--- config.mk ---
export PLATFORM = sky130hd
export DESIGN_NAME = alarm_ctrl_flat
export DESIGN_NICKNAME = d
export VERILOG_FILES = /design/src/rtl/alarm_ctrl_if.sv /design/src/rtl/alarm_ctrl.sv /design/src/flat_wrapper.sv
export SDC_FILE = /design/constraint.sdc
export NUM_CORES = 1
export LEC_CHECK = 0
export BUFFER_PORTS_ARGS = -buffer_cell sky130_fd_sc_hd__buf_2
export CAP_MARGIN = 20
export CORE_UTILIZATION = 30
export CTS_BUF_LIST = sky130_fd_sc_hd__clkbuf_4 sky130_fd_sc_hd__clkbuf_8
export DETAILED_ROUTE_END_ITERATION = 8
export GPL_ROUTABILITY_DRIVEN = 1
export SLEW_MARGIN = 20
export SYNTH_ARGS = -nofsm -noshare
export SYNTH_HDL_FRONTEND = slang
export SYNTH_SLANG_ARGS = --single-unit
--- constraint.sdc ---
create_clock -name clk -period 6.1 [get_ports clk]
set_clock_uncertainty 0.15 [all_clocks]
set_input_delay 0.305 -clock clk [delete_from_list [all_inputs] [get_ports clk]]
set_output_delay 0.305 -clock clk [all_outputs]
set_load 0.03 [all_outputs]
--- src/rtl/alarm_ctrl_if.sv ---
// alarm_ctrl_if: sensor inputs and buzzer outputs of the car warning alarm
//   sLuz, sPrta, sIgn : lights on, door open, ignition on
//   sMute             : driver mute request (level)
//   sAlarm            : buzzer drive
//   sSilenced         : muted or beep limit reached
//   sBeepCnt          : completed beeps in the current episode
interface alarm_ctrl_if;
  logic       sLuz;
  logic       sPrta;
  logic       sIgn;
  logic       sMute;
  logic       sAlarm;
  logic       sSilenced;
  logic [7:0] sBeepCnt;
  modport master (output sLuz, sPrta, sIgn, sMute, input sAlarm, sSilenced, sBeepCnt);
  modport slave  (input sLuz, sPrta, sIgn, sMute, output sAlarm, sSilenced, sBeepCnt);
endinterface

--- src/rtl/alarm_ctrl.sv ---
// alarm_ctrl: qualifies lights-on/door-open/ignition-off and drives a timed chime
//   clk   : rising-edge clock
//   rst_n : asynchronous active-low reset
//   bus   : sensor inputs in, registered sAlarm/sSilenced/sBeepCnt out
module alarm_ctrl #(
  parameter int DEB_CYC   = 4,
  parameter int ON_CYC    = 3,
  parameter int OFF_CYC   = 2,
  parameter int MAX_BEEPS = 3
) (
  input  logic         clk,
  input  logic         rst_n,
  alarm_ctrl_if.slave  bus
);
  localparam int MAXP = (DEB_CYC > ON_CYC) ? ((DEB_CYC > OFF_CYC) ? DEB_CYC : OFF_CYC)
                                           : ((ON_CYC > OFF_CYC) ? ON_CYC : OFF_CYC);
  localparam int W = $clog2(MAXP + 1);
  typedef enum logic [2:0] {IDLE, QUAL, ON, OFF, SILENT} state_t;
  state_t         r_state, w_next;
  logic [W-1:0]   r_cnt, w_cnt;
  logic [7:0]     r_beeps, w_beeps, w_inc;
  logic           r_alarm, r_sil, w_cond;
  assign w_cond = bus.sLuz & bus.sPrta & ~bus.sIgn;
  // saturating increment so an unlimited chime never wraps the count
  assign w_inc  = (r_beeps == 8'hFF) ? r_beeps : r_beeps + 8'd1;
  always_comb begin
    w_next  = r_state;
    w_cnt   = r_cnt;
    w_beeps = r_beeps;
    if (r_state == IDLE) begin
      if (w_cond) begin
        w_next = (DEB_CYC == 1) ? ON : QUAL;
        w_cnt  = W'(1);
      end
    end else if (!w_cond) begin
      w_next  = IDLE;
      w_cnt   = '0;
      w_beeps = '0;
    end else if (bus.sMute && r_state != SILENT) begin
      w_next = SILENT;
      w_cnt  = '0;
    end else begin
      unique case (r_state)
        QUAL: begin
          // counter holds samples taken so far; this edge is one more
          w_next = (r_cnt == W'(DEB_CYC - 1)) ? ON : QUAL;
          w_cnt  = (r_cnt == W'(DEB_CYC - 1)) ? W'(1) : r_cnt + W'(1);
        end
        ON: begin
          if (r_cnt == W'(ON_CYC)) begin
            w_beeps = w_inc;
            w_next  = (MAX_BEEPS != 0 && w_inc == 8'(MAX_BEEPS)) ? SILENT : OFF;
            w_cnt   = (MAX_BEEPS != 0 && w_inc == 8'(MAX_BEEPS)) ? '0 : W'(1);
          end else begin
            w_cnt = r_cnt + W'(1);
          end
        end
        OFF: begin
          w_next = (r_cnt == W'(OFF_CYC)) ? ON : OFF;
          w_cnt  = (r_cnt == W'(OFF_CYC)) ? W'(1) : r_cnt + W'(1);
        end
        default: ;
      endcase
    end
  end
  always_ff @(posedge clk or negedge rst_n) begin
    if (!rst_n) begin
      r_state <= IDLE;
      r_cnt   <= '0;
      r_beeps <= '0;
      r_alarm <= 1'b0;
      r_sil   <= 1'b0;
    end else begin
      r_state <= w_next;
      r_cnt   <= w_cnt;
      r_beeps <= w_beeps;
      r_alarm <= (w_next == ON);
      r_sil   <= (w_next == SILENT);
    end
  end
  assign bus.sAlarm    = r_alarm;
  assign bus.sSilenced = r_sil;
  assign bus.sBeepCnt  = r_beeps;
endmodule

--- src/flat_wrapper.sv ---
// flat-port wrapper written by rule: the top's interface ports become plain ports
module alarm_ctrl_flat 
#(
  parameter int DEB_CYC   = 4,
  parameter int ON_CYC    = 3,
  parameter int OFF_CYC   = 2,
  parameter int MAX_BEEPS = 3
)
  (clk, rst_n, bus_sLuz, bus_sPrta, bus_sIgn, bus_sMute, bus_sAlarm, bus_sSilenced, bus_sBeepCnt);
  alarm_ctrl_if bus_i ();
  input  logic clk;
  input  logic rst_n;
  input wire logic [$bits(bus_i.sLuz)-1:0] bus_sLuz;
  input wire logic [$bits(bus_i.sPrta)-1:0] bus_sPrta;
  input wire logic [$bits(bus_i.sIgn)-1:0] bus_sIgn;
  input wire logic [$bits(bus_i.sMute)-1:0] bus_sMute;
  output wire logic [$bits(bus_i.sAlarm)-1:0] bus_sAlarm;
  output wire logic [$bits(bus_i.sSilenced)-1:0] bus_sSilenced;
  output wire logic [$bits(bus_i.sBeepCnt)-1:0] bus_sBeepCnt;
  assign bus_i.sLuz = bus_sLuz;
  assign bus_i.sPrta = bus_sPrta;
  assign bus_i.sIgn = bus_sIgn;
  assign bus_i.sMute = bus_sMute;
  assign bus_sAlarm = bus_i.sAlarm;
  assign bus_sSilenced = bus_i.sSilenced;
  assign bus_sBeepCnt = bus_i.sBeepCnt;
  alarm_ctrl #(.DEB_CYC(DEB_CYC), .ON_CYC(ON_CYC), .OFF_CYC(OFF_CYC), .MAX_BEEPS(MAX_BEEPS)) u_core (.clk(clk), .rst_n(rst_n), .bus(bus_i));
endmodule
==> metrics.md, run 1 <==
| Metric | Value |
|---|---|
| CTS max path bufs | 2 |
| Largest fanout on the critical path | 7 |
| Synthesized Nets | 153 |
| Clock sinks | 16 |
| Reg power frac | 0.494 |
| Mux cell area share after synthesis | 0.0269 |
| Final period util | 0.404 |
| Cell family with most CP delay | simple AND/OR/NAND/NOR gates |
| Total gr overflow | 0 |
| Routability cong. | 0.845 |
| Peak supply drop | 0.101 mV |
| Setup Viol. Count Final | 0 |
| N_diodes | 0 |
| Reg clk slew, reported paths | 70 ps |
| Fillers | 406 |
| PortBufs | 15 |
| Layout Cells excl Fill | 202 |
| Resized cells post-CTS | 0 |
| Routed length per placed instance | 12.6 um |
| Final Critical Period | 2460 ps |
| Setup TNS | 0 ps |
| Inserted Clock Buffers | 3 |
| Inst Count DP | 197 |
| Slew HR | 0.625 |
| Compound-Gate Fraction of Synth Area | 0.220 |
| Global Route met3 Usage | 0.0375 |
| Pwr/cell area | 170 nW/um^2 |
| Design area | 1320 sq um |
| Combinational fraction of design power | 0.078 |
| Clock Power Share | 0.429 |
| Synth cell types | 40 |
| Largest family of logic cells by synthesized area | simple AND/OR/NAND/NOR gates |
| Post-detail-place hpwl | 1.90 mm |
| CTS tree | yes |
| Routed Antenna Nets | 0 |
| Post-CTS setup buffers | 0 |
| Area contributors post-synth | dfrtp_1 34%, a21oi_1 7.3%, ha_1 5.4% |
| Syn. warnings | 0 |
| Number of global-route vias before repair | 1,041 |
| Cell area after synthesis | 1160 sq um |
| H-tree depth | 1 |
| Maxcap violations | 0 |
| Clk Latency, worst-skew pair | 250 ps |
| Total Nets Final | 166 |
| Via/cell ratio | 5.28 |
| Xor/xnor share of the synthesized area | 0 |
| Busiest grt layer | met2 |
| Static leakage | 0.000596 uW |
| Mapped Avg Cell Area | 8.20 sq um |
| WP buf/inv | 0 |
| Most instantiated library cell after synthesis | a21oi_1 |
| RSZ-0062 raised after global routing | no |
| Initial antenna violation count | 0 |
| Register area | 400 sq um |
| Die W | 64.3 um |
| Crit path DAT | 2450 ps |
| Placement Setup Slack | 3640 ps |
| Drt pass-1 iters | 4 |
| DRC viols | 0 |
| Global Route met1 Usage | 0.189 |
| Async SR Flop Fraction | 1.00 |
| CP Launch Type | flop |
| Cell area after placement | 1260 sq um |
| Synth area leader | dfrtp_1 |
| Max Clk Rate | 0.406 GHz |
| Yosys top cell area share | 0.344 |
| Seq/Total Area, Yosys | 0.344 |
| Fin worst setup slack | 3640 ps |
| Routed WL | 2.55 mm |
| Multi-input logic area | 693 sq um |
| Internal | 172 uW |
| Die area | 4140 sq um |
| Critical Path RT | 6080 ps |
| Syn Inst Count | 142 |
| Post-synth EDFFs | 0 |
| Initial Util | 0.316 |
| Hold buffer count at cts | 1 |
| Largest stage delay on the critical path | 460 ps |
| Final core occ | 0.359 |
| 1st-iter DRT viols | 41 |
| First-pass GRT wire length | 4.58 mm |
| Max Slew Vio Count | 0 |
| Area Overhead vs Synth | 13.6% |
| Worst slew pin tran | 559 ps |
| Clock root cell | clkbuf_8 |
| GRT Util Overall | 0.138 |
| Post-synth top flop | dfrtp_1 |
| Largest net degree at the start of global routing | 17 |
| Synth Area in Adders | 0.0537 |
| Outcome | complete, no violations |
| Met2 Usage GRT | 0.217 |
| Crit Path Class | reg2reg |
| CP max stage cell | or4_1 |
| Post-synth top cells | 17 x a21oi_1, 16 x dfrtp_1, 12 x nor2_1 |
| Seq cells post-synth | 16 |
| Min-delay worst type | in2reg |
| Row cnt | 22 |
| Die H | 64.3 um |
| Core Footprint | 3690 sq um |
| CP Capture Type | flop |
| Sw frac | 0.235 |
| Via count | 1,066 |
| Crit-path cells | ha_1 > and3_4 > or4_1 > o31ai_1 > nor4b_4 > a31oi_1 > nor3b_1 |
| Fin. Hold Viols | 0 |
| Simple-Gate Fraction of Synth Area | 0.294 |
| Sw power | 52.7 uW |
| IO Count | 16 |
| Share of cells above drive strength 1 | 0.182 |
==> path summary, 6_finish.rpt <==
path,from,end,slack [ps],cells after the start
min,bus_sIgn,u_core.r_state[2]$_DFF_PN0_,250,4
min reg2reg,u_core.r_cnt[2]$_DFFE_PN0P_,u_core.r_cnt[2]$_DFFE_PN0P_,400,2
min in group asynchronous,rst_n,u_core.bus.sBeepCnt[3]$_DFFE_PN0P_,350,2
max,u_core.bus.sBeepCnt[0]$_DFFE_PN0P_,u_core.bus.sAlarm$_DFF_PN0_,3640,7
max reg2reg,u_core.bus.sBeepCnt[0]$_DFFE_PN0P_,u_core.bus.sAlarm$_DFF_PN0_,3640,7
max in group asynchronous,rst_n,u_core.bus.sBeepCnt[4]$_DFFE_PN0P_,5180,2
==> power groups by stage <==
stage	clock [uW]	combinational, uW	sequential, uW
5_1_grt	101	20.8	111
3_3_place_gp	0	16.8	112
6_report	96.3	17.4	111
4_1_cts	98.0	17.7	111
3_5_place_dp	0	17.3	113
2_1_floorplan	0	10.9	112
==> state kept, by name (all words and copies together) (netlist names) <==
name and flops:
u_core.bus.sSilenced 1, u_core.r_state 3, u_core.r_cnt 3, u_core.bus.sAlarm 1
u_core.bus.sBeepCnt 8
==> per-layer routing <==
layer  part of all wire  routed length, um  vias to the layer above
li1                   -                  -                      535
met1               0.49               1240                      509
met2               0.47               1210                       22
met3              0.037                 95                        0
met4                  0                  0                        0
met5                  0                  0                        -
==> area by class of cell <==
type,instances,share of cell area
clock buffer,4,0.0416
tap,48,0.0454
sequential,16,0.302
inverter,6,0.0170
timing repair buffer,17,0.0699
multi-input combinational,111,0.524
==> tightest hold or removal path, delay by kind of cell <==
kind | cells | cell delay [ps]
and+or+nand+nor | 2 | 150
AOI/OAI and AO/OA | 1 | 70
buffers and inverters | 1 | 80
==> cells in the final DEF (no fill, tap or decap), types with 2 or more instances in the layout <==
cell | Yosys | routed
a21oi_1 | 17 | 17
dfrtp_1 | 16 | 16
buf_2 | 3 | 15
nor2_1 | 12 | 12
nand2_1 | 10 | 10
o21ai_0 | 10 | 10
nor3_1 | 7 | 7
inv_1 | 6 | 6
nand3_1 | 6 | 6
a31oi_1 | 6 | 6
ha_1 | 5 | 5
nand2b_1 | 4 | 4
clkbuf_8 | 0 | 4
nand3b_1 | 3 | 3
and3_1 | 3 | 3
nand4_1 | 2 | 2
mux2i_1 | 2 | 2
or4_1 | 2 | 2
nor3b_1 | 2 | 2
a22o_1 | 2 | 2
==> cell families after synthesis <==
family / count (synthesis)
mux: 3
compound gates: 43
buf+inv: 15
flops: 16
fa+ha+maj: 5
simple gates: 60
==> metrics by stage <==
stage	total power, uW	hold slack (ps)
after global placement	129	97.2
after floorplan	123	-141
after global routing	233	281
final	225	248
after detailed placement	130	96.2
after CTS	227	250
(Power assumes the default switching activity.)
==> run 2: changes to the inputs <==
Settings changed: ABC_AREA set to 1.
Clock period 6.1 ns to 2.05 ns, I/O delays scaled along.
==> metrics.md, run 2 <==
| Metric | Value |
|---|---|
| Die H | 64.8 um |
| Final core occ | 0.380 |
| IO Count | 16 |
| Final period util | 0.920 |
| Clock Power Share | 0.305 |
| Synthesized Nets | 170 |
| Reg power frac | 0.392 |
| Die W | 64.8 um |
| Share of cells above drive strength 1 | 0.306 |
| Total Nets Final | 195 |
| Crit Path Class | reg2reg |
| Sw frac | 0.350 |
| GRT Util Overall | 0.134 |
| Final Critical Period | 1890 ps |
| RSZ-0062 raised after global routing | no |
| Largest net degree at the start of global routing | 17 |
| Number of flip-flops in the largest register | 8 |
| Max Clk Rate | 0.530 GHz |
| Die area | 4200 sq um |
| Commonest cells after routing, fill and taps aside | 34 x nand2_1, 22 x inv_1, 16 x dfrtp_1 |
| Inst Count DP | 225 |
| Most instantiated library cell after synthesis | nand2_1 |
| Yosys top cell area share | 0.338 |
| Async SR Flop Fraction | 1.00 |
| Min-delay worst type | in2reg |
| Initial Util | 0.319 |
| Post-synth EDFFs | 0 |
| Static leakage | 0.000701 uW |
| Initial antenna violation count | 0 |
| Pwr/cell area | 670 nW/um^2 |
| Mapped Avg Cell Area | 7.44 sq um |
| Synth cell types | 29 |
| Worst slew pin tran | 444 ps |
| Combinational fraction of design power | 0.303 |
| Maxcap violations | 0 |
| Setup Viol. Count Final | 0 |
| Cell area after synthesis | 1180 sq um |
| WHS | 8.51 ps |
| First-pass GRT wire length | 4.40 mm |
| Commonest non-fill, non-tap cell in the layout | nand2_1 |
| Drt pass-1 iters | 4 |
| Multi-input logic area | 664 sq um |
| Inserted Clock Buffers | 3 |
| Syn Inst Count | 159 |
| Layout Cells excl Fill | 231 |
| CTS tree | yes |
| Largest fanout on the critical path | 6 |
| Row cnt | 22 |
| Outcome | complete, no violations |
| Internal | 615 uW |
| Fin worst setup slack | 165 ps |
| 1st-iter DRT viols | 17 |
| Setup TNS | 0 ps |
| Syn. warnings | 0 |
| Routed Antenna Nets | 0 |
| Clock root cell | clkbuf_8 |
| Post-synth top cells | 34 x nand2_1, 22 x inv_1, 16 x dfrtp_1 |
| Slew HR | 0.701 |
| N_diodes | 0 |
| Clock sinks | 16 |
| CP Capture Type | flop |
| Number of global-route vias before repair | 969 |
| Routed length per placed instance | 11.3 um |
| Reg clk slew, reported paths | 70 ps |
| PortBufs | 15 |
| Via/cell ratio | 4.67 |
| Synth area leader | dfrtp_1 |
| H-tree depth | 1 |
| Area contributors post-synth | dfrtp_1 34%, nand2_1 11%, inv_1 7.0% |
| Max Slew Vio Count | 0 |
| Routability cong. | 0.836 |
| Peak supply drop | 0.419 mV |
| Register area | 400 sq um |
| Critical Path RT | 2050 ps |
| CP Launch Type | flop |
| Core Footprint | 3720 sq um |
| Post-detail-place hpwl | 1.99 mm |
| Seq/Total Area, Yosys | 0.338 |
| Crit path DAT | 1890 ps |
| Fillers | 402 |
| CTS max path bufs | 2 |
| Routed WL | 2.61 mm |
| Sw power | 331 uW |
| Clk Latency, worst-skew pair | 250 ps |
| Fin. Hold Viols | 0 |
| Seq cells post-synth | 16 |
| Post-synth top flop | dfrtp_1 |
| DRC viols | 0 |
| Area Overhead vs Synth | 19.3% |
| Placement Setup Slack | 112 ps |
| Via count | 1,079 |
| Total gr overflow | 0 |
## run 2: path summary, 6_finish.rpt
path / startpoint / endpoint / slack, ps / depth (start not counted)
setup / recovery: u_core.bus.sBeepCnt[1]$_DFFE_PN0P_ / u_core.bus.sAlarm$_DFF_PN0_ / 160 / 13
hold reg to reg: u_core.r_cnt[1]$_DFFE_PN0P_ / u_core.r_cnt[1]$_DFFE_PN0P_ / 400 / 2
setup reg to reg: u_core.bus.sBeepCnt[1]$_DFFE_PN0P_ / u_core.bus.sAlarm$_DFF_PN0_ / 160 / 13
hold / removal: bus_sMute / u_core.r_state[0]$_DFF_PN0_ / 9 / 4
max in group asynchronous: rst_n / u_core.bus.sBeepCnt[3]$_DFFE_PN0P_ / 1350 / 2
min in group asynchronous: rst_n / u_core.bus.sBeepCnt[5]$_DFFE_PN0P_ / 140 / 2
## run 2: per-stage QoR
| stage | instance area [sq um] | total power (uW) |
|---|---|---|
| 2_1_floorplan | 1180 | 569 |
| 3_3_place_gp | 1340 | 657 |
| 3_5_place_dp | 1340 | 658 |
| 4_1_cts | 1400 | 954 |
| 5_1_grt | 1410 | 1010 |
| 6_report | 1410 | 946 |
## run 2: cell families (layout without fill, tap and decap cells)
| kind of cell | after synthesis | after routing | synth area share |
|---|---|---|---|
| flip-flops | 16 | 16 | 0.338 |
| buffers and inverters | 30 | 54 | 0.103 |
| adder cells (fa/ha/maj) | 5 | 5 | 0.0529 |
| AND/OR/NAND/NOR | 83 | 83 | 0.375 |
| XOR/XNOR | 1 | 1 | 0.00740 |
| AO/OA/AOI/OAI | 24 | 24 | 0.124 |
## run 2: timing repair
action	CTS	global route
endpoints found under the setup margin	0	2
gates resized for setup	0	1
endpoints found under the hold margin	16	0
hold buffers	1	0
setup buffers	0	1
## run 2: cell type report
cell class	instances	share of cell area
inverter	29	0.0779
multi-input combinational	113	0.470
tap	48	0.0425
timing repair buffer	21	0.0868
clock buffer	4	0.0390
sequential	16	0.283
## run 2: per-layer routing
layer  global-route usage  vias up  wire, um
met5                    0        -         0
met4               0.0583        0        40
met1                0.193      485      1300
met3               0.0141        4       114
li1                     -      566         -
met2                0.201       24      1160
## run 2: worst max-delay path, cell delays in order (launching register included)
cell and delay (ps):
dfrtp_1 410, ha_2 220, nand2_4 80, nor2_4 40, nand2_4 90, clkinv_2 100
nand2_1 90, o21ai_2 70, nor2_2 130, nand3_2 110, nand3_1 100, nand2_1 70
nand2_1 70, nor2_2 40
## run 2: power by group through the flow
| stage | registers, uW | clock network [uW] | logic (uW) |
|---|---|---|---|
| 3_5_place_dp | 376 | 0 | 282 |
| 3_3_place_gp | 375 | 0 | 282 |
| 4_1_cts | 371 | 297 | 287 |
| 6_report | 371 | 289 | 287 |
| 5_1_grt | 373 | 312 | 326 |
| 2_1_floorplan | 378 | 0 | 192 |
